`src/rtl/ysyx_23060096_regfile_mp.sv`:
```
// Multi-port register file with pending scoreboard and sequential clear engine.
// Optional macro RF_BYPASS_EN forwards same-cycle writes to the read ports.
module ysyx_23060096_regfile_mp #(
  parameter int ADDR_WIDTH = 5,
  parameter int DATA_WIDTH = 32,
  parameter int NUM_RD     = 2,
  parameter int NUM_WR     = 2,
  parameter int ZERO_REG   = 1
) (
  input  logic                         clk,
  input  logic                         rstn,
  input  logic [NUM_WR-1:0]            wen,
  input  logic [NUM_WR*ADDR_WIDTH-1:0] waddr,
  input  logic [NUM_WR*DATA_WIDTH-1:0] wdata,
  input  logic [NUM_RD*ADDR_WIDTH-1:0] raddr,
  output logic [NUM_RD*DATA_WIDTH-1:0] rdata,
  output logic [NUM_RD-1:0]            rbusy,
  input  logic                         iss_vld,
  input  logic [ADDR_WIDTH-1:0]        iss_rd,
  input  logic                         clr_req,
  output logic                         clr_busy
);

  localparam int AW    = ADDR_WIDTH;
  localparam int DW    = DATA_WIDTH;
  localparam int DEPTH = 1 << AW;

  typedef enum logic {
    IDLE,
    CLEAR
  } state_t;

  state_t          state;
  logic [AW-1:0]   cnt;
  logic [DW-1:0]   mem [DEPTH];
  logic [DEPTH-1:0] pend;

  function automatic logic usable(input logic [AW-1:0] a);
    return !((ZERO_REG != 0) && (a == '0));
  endfunction

  // Later ports are assigned last, so the highest port index wins.
  // Issue is applied after writes so a new producer keeps the entry pending.
  always_ff @(posedge clk or negedge rstn) begin
    if (!rstn) begin
      state <= IDLE;
      cnt   <= '0;
      pend  <= '0;
      for (int i = 0; i < DEPTH; i++) mem[i] <= '0;
    end else begin
      case (state)
        IDLE: begin
          for (int p = 0; p < NUM_WR; p++) begin
            if (wen[p] && usable(waddr[p*AW +: AW])) begin
              mem[waddr[p*AW +: AW]]  <= wdata[p*DW +: DW];
              pend[waddr[p*AW +: AW]] <= 1'b0;
            end
          end
          if (iss_vld && usable(iss_rd)) pend[iss_rd] <= 1'b1;
          if (clr_req) begin
            state <= CLEAR;
            cnt   <= '0;
          end
        end
        CLEAR: begin
          mem[cnt]  <= '0;
          pend[cnt] <= 1'b0;
          cnt       <= cnt + 1'b1;
          if (cnt == '1) state <= IDLE;
        end
        default: state <= IDLE;
      endcase
    end
  end

  assign clr_busy = (state == CLEAR);

  for (genvar i = 0; i < NUM_RD; i++) begin : g_rd
    logic [AW-1:0] ra;
    logic          live;
    logic [DW-1:0] rd_val;
    logic          rd_bsy;

    assign ra   = raddr[i*AW +: AW];
    assign live = rstn && usable(ra);

    always_comb begin
      rd_val = live ? mem[ra] : '0;
      rd_bsy = live && pend[ra];
`ifdef RF_BYPASS_EN
      for (int p = 0; p < NUM_WR; p++) begin
        if (live && (state == IDLE) && wen[p] &&
            (waddr[p*AW +: AW] == ra)) begin
          rd_val = wdata[p*DW +: DW];
          rd_bsy = 1'b0;
        end
      end
`endif
    end

    assign rdata[i*DW +: DW] = rd_val;
    assign rbusy[i]          = rd_bsy;
  end

endmodule

```
`config.mk`:
```
export PLATFORM = sky130hd
export DESIGN_NAME = ysyx_23060096_regfile_mp
export DESIGN_NICKNAME = d
export VERILOG_FILES = /design/src/rtl/ysyx_23060096_regfile_mp.sv
export SDC_FILE = /design/constraint.sdc
export NUM_CORES = 2
export LEC_CHECK = 0
export CAP_MARGIN = 10
export CORE_ASPECT_RATIO = 0.75
export CORE_MARGIN = 1
export CORE_UTILIZATION = 30
export DETAILED_ROUTE_END_ITERATION = 7
export PLACE_DENSITY = 0.42
export SLEW_MARGIN = 5
export SYNTH_ARGS = -nofsm -noshare
export SYNTH_HDL_FRONTEND = slang
export SYNTH_SLANG_ARGS = --single-unit
```
`constraint.sdc`:
```
create_clock -name clk -period 3.3 [get_ports clk]
set_input_delay 0.66 -clock clk [delete_from_list [all_inputs] [get_ports clk]]
set_output_delay 0.66 -clock clk [all_outputs]
set_load 0.01 [all_outputs]
```
Word level (Yosys, flattened, before mapping)
Cells that the tools add are included.

word-level totals
  flip-flop bits (word level) = 1,062
  latch bits = 0
  bits in writable memories = 0
  bits in read-only memories = 0
  bits of input ports = 95
  output and inout port bits = 67
  word-level logic and storage cells = 138
  memories kept = 0

cells by class
  add/subtract/negate cells = 1
  $mul = 0
  div/mod/pow operators = 0
  $lt $le $gt $ge = 18
  equal/unequal tests = 2
  shift-type cells = 0
  multiplexer cells = 43
  bitwise operators = 15
  reductions and logical operators = 24

operators with widths
  cell                                                                                 number
  1024-bit 2-to-1 mux                                                                  3
  1024-bit bitwise mux                                                                 2
  1024-bit case mux with 2 select lines                                                1
  1024-bit AND                                                                         1
  1024-bit inverter                                                                    1
  32-bit demux with 5-bit select                                                       3
  32-bit 2-to-1 mux                                                                    14
  32-bit binary-select mux with 5-bit select                                           2
  32-bit AND                                                                           3
  32-bit inverter                                                                      3
  32-bit case mux with 2 select lines                                                  1
  5-bit by 6-bit < comparator with 1-bit output, second input constant                 6
  32-bit OR                                                                            1
  6-bit greater-or-equal comparator, second input constant                             5
  5-bit inverter with 6-bit output                                                     5
  5-bit logical NOT                                                                    5
  1-bit demux with 5-bit select                                                        4
  5-bit by 1-bit greater-or-equal comparator with 1-bit output, second input constant  4
  6-bit by 1-bit < comparator with 1-bit output, second input constant                 3
  1-bit logical AND                                                                    14
  1-bit binary-select mux with 5-bit select                                            2
  5-bit case mux with 2 select lines                                                   1
  1-bit 2-to-1 mux                                                                     8
  5-bit by 1-bit adder with 5-bit output, second input constant                        1
  other kinds (6)                                                                      10

Depth between registers and ports, before layout
  depth after elaboration = 14
  gate-level depth with buffers = 9
  mapped depth without buffers = 6

Worst setup path before layout
No wires, ideal clock.

  kind = in2out
  start point = input port raddr[6]
  end point = output port rbusy[1]
  arrival = 2.311 ns
  data required time = 2.640 ns
  slack = 0.329 ns
  cell stages on the path = 7
  path buffers = 4
  cells stage by stage = buf_2 -> buf_2 -> buf_2 -> mux4_2 -> a32oi_1 -> nand4_1 -> buf_4

on the way
  longest elaborated chain between the ends = 4
  elaborated cells between the ends (all ways) = 6
  those cells by class = mux (2); reduce/logical (4)

RTL lines
  what                                                                                               RTL line  text
  from (decl)                                                                                        15        input logic [NUM_RD*ADDR_WIDTH-1:0] raddr,
  parallel branches: the longest is 3 deep, another holds 1-bit binary-select mux with 5-bit select  n/a
  1-bit logical AND (*)                                                                              89        rd_bsy = live && pend[ra];
  to (decl)                                                                                          17        output logic [NUM_RD-1:0] rbusy,

Mark *: on every way between the ends. The select of a mux whose other input is x is not followed.

Worst setup path after layout
  start point = register mem[647] (netlist bit)
  end point = output port rdata[39]

on the way
  longest elaborated chain between the ends = 4

RTL lines
  what                                                  RTL line  text
  from (decl)                                           35        logic [DW-1:0] mem [DEPTH];
  from (signal, indexed assignment)                     55        mem[waddr[p*AW +: AW]] <= wdata[p*DW +: DW];
  32-bit binary-select mux with 5-bit select            88        rd_val = live ? mem[ra] : '0;
  32-bit 2-to-1 mux (implied by the code) (2 in a row)  88
  32-bit 2-to-1 mux                                     88
  to (decl)                                             16        output logic [NUM_RD*DATA_WIDTH-1:0] rdata,

No other way between the ends. The select of a mux whose other input is x is not followed.

==> results.cfg <==
[outcome]
outcome = finished, violations left
violations = negative setup slack

[detailed_routing]
wl_met2_um = 217200
wire_per_inst_um = 41.43
vias_per_cell = 6.797
drt-met1-wl_um = 217000
route.detailed.drc = 0
dr_total_vias = 88860
highest_layer = met5
dr_wl_met3_um = 66880
ant_nets = 0
first_pass_iters = 8
drtIter0Drc = 12720
drt_wl_total_um = 541700

[critical_path]
cpLargestDelayFamily = compound AO/OA/AOI/OAI gates
crit_path_top_delay_cell = mux4_2
cp_data_required_time_ns = 2.64
r2r_start = cnt[0]$_DFFE_PN0P_
critical_path_class = register to output pin
cp_max_fo = 2
reg2reg_depth = 7
ff2ff_setup_slack_ns = 0.83
regToRegEndpoint = mem[548]$_DFF_PN0_
start_kind = register
critPathBufInv = 2
critPathMaxStageDelay_ns = 0.60
end_kind = output pin
crit_arrival_ns = 3.41
path_cells = mux4_2 > a22o_1 > a31oi_4 > buf_6 > nand4_1 > buf_2

[synthesis]
yosysWarnings = 0
synth_top_family_by_area = compound AO/OA/AOI/OAI gates
synthArstFlopShare_pct = 100.0
ys_seq_area_share_pct = 33.96
ys_ff_latch = 1062
synthXorXnorAreaFrac_pct = 0.01119
avgSynthCellArea_um2 = 8.554
synth_fa_ha_area_share_pct = 0.07994
synth_top_flop_cell = dfrtp_1
synth_mux_area_share_pct = 14.32
syn_nets = 9249
synth_compound_area_share_pct = 24.43
synth_cells = 9149
synth.distinct_cells = 52
synth_edf_count = 0
syn_area_mm2 = 0.07826
synthSimpleGateAreaFrac_pct = 20.98

[hold_path]
hp-class = input pin to asynchronous set/reset pin

[cells_and_area]
area_growth_pct = 27.18
drive_gt1_share_pct = 23.03
mostFrequentLayoutCell = nand2_1
fin_cells = 13070
nNetsFinal = 9643
nFillCells = 25500
utilization_pct = 38.57
most-common-layout-cells = 1,042 x nand2_1, 1,041 x dfrtp_1, 893 x nor2_1

[grt]
grt_first_pass_wirelength_um = 735600
antenna_found_initial = 43
grt_use_total_pct = 40.02
grt_max_degree = 138
grt_pass1_vias = 82570
grt_overflow = 0

[die]
die-width_um = 591.8
io_pins = 162
core_area_mm2 = 0.2580
num_rows = 161
die-area_mm2 = 0.2629
initial_core_util_pct = 30.33
die_h_um = 444.3

[cts]
insertion_delay_ns = 0.85
path_clk_slew_ns = 0.06
cts_sinks = 1062
htreeDepth = 4
tritoncts = yes
cts_root_buf = clkbuf_16
clockBufferDepth = 4
cts_buffers = 144

[place]
place_inst = 12640
hpwl_um = 362400
port_buffers = 161
globalplace.congestion = 1.040

[timing]
layout_setup_ws_ns = -0.7683
finalHoldViolCount = 0
finalCriticalPeriod_ns = 4.068
fin_crit_sh_pct = 123.3
relSlewSlack_pct = 23.32
fmax_mhz = 245.8
rsz0062_at_grt = true
fin_skew_ns = 0.02385
setup_viol = 66
worst_pin_slew_ns = 1.150
slew_viol_final = 0

[power]
cellPowerDensity_mw_per_mm2 = 644.6
p_leak_uw = 0.04495
ir_drop_uv = 362.3

[flow_run]
drv_cap = 0
## flip-flops by register name, indices dropped and copies added (netlist names)
register and cells:
clr_busy 1, pend 32, mem 1024, cnt 5
## how the worst max path moves through the flow
stage / start / endpoint / cells after the start
2_1_floorplan: raddr[6] / rbusy[1] / 7
6_report: mem[647]$_DFF_PN0_ / rdata[39] / 6
5_1_grt: mem[711]$_DFF_PN0_ / rdata[39] / 6
3_5_place_dp: raddr[3] / rdata[1] / 9
4_1_cts: mem[674]$_DFF_PN0_ / rdata[2] / 7
3_3_place_gp: raddr[3] / rdata[1] / 9
## cells by family after synthesis
group / after synthesis
xor+xnor: 1
compound gates: 2599
buf+inv: 1207
fa+ha+maj: 5
simple gates: 3475
mux: 800
flops: 1062
## where the power goes
part           switching [µW]  internal [µW]  leakage [µW]  total, µW
registers                5370          17300        0.0144      22700
clock network            7060           9290       0.00224      16300
logic                   15100          10000        0.0283      25100
total                   27500          36600        0.0450      64200
## Yosys cell counts, drive strengths merged (3+ instances only)
cell type	instances	area, µm²
nor2b	18	112.6
a21oi	88	440.4
buf	263	1320
a311oi	113	989.7
a21o	114	855.8
a22o	42	367.9
inv	4	15.01
a22oi	226	1697
nor2	930	3516
or2	20	125.1
and2	43	269.0
clkbuf	940	3532
o31a	11	96.34
mux2i	544	5445
and4bb	4	50.05
dfrtp	1062	26580
nor3	116	580.6
a31oi	46	287.8
nand3	252	1261
o21ai	145	725.7
nor4bb	3	30.03
nand4bb	4	45.04
nand2	1076	4039
a211oi	879	6599
nand4b	5	43.79
mux4	256	5766
o31ai	881	6614
a32oi	30	262.8
and3	900	5630
and4b	6	60.06
o21a	20	150.1
nand4	71	444.2
ha	5	62.56
nand2b	16	100.1
## layout make-up
type                    instances  area [µm²]  area share, %
repair buffers               1451       15560          15.63
well taps                    3423        4283          4.303
inverters                       4       15.01        0.01508
flip-flops and latches       1062       26600          26.73
multi-input cells            6880       48500          48.73
clock inverters                24       262.8         0.2640
clock buffers                 214        4272          4.292
diodes                         16       40.04        0.04023
## through the flow
stage | total power (µW) | hold WS (ns) | area (µm²) | worst slack [ns] | TNS [ns]
after floorplan | 33570 | 0.3644 | 78260 | 0.3288 | 0
after global placement | 45220 | 0.4824 | 91920 | -1.427 | -51.84
after detailed placement | 45680 | 0.4938 | 91920 | -1.409 | -52.25
after CTS | 62930 | 0.02365 | 98660 | -0.6525 | -18.91
after global routing | 66250 | 0.07275 | 99510 | -0.6633 | -20.10
final | 64160 | 0.03602 | 99530 | -0.7683 | -20.79
## worst reg2reg max path: stages (launching register included)
cell and delay (ns):
dfrtp_1 0.40, inv_1 0.11, ha_1 0.24, nand2b_1 0.30, o21a_2 0.76, buf_4 0.40
nand2_1 0.10, o31ai_1 0.07
## metal layers
metal	vias to the layer above	track usage, %
met2	6572	55.08
met3	1421	13.32
li1	35250	-
met5	-	0
met4	32	25.22
met1	45590	53.34
## timing repair
item / in CTS / in global routing
pin swaps: 103 / 48
hold buffers: 4 / 0
setup endpoints to repair: 66 / 66
resized for setup: 514 / 82
buffers inserted: 145 / 55
gates cloned: 3 / 1
endpoints found under the hold margin: 30 / 0
Power figures use the tool's default switching activity.
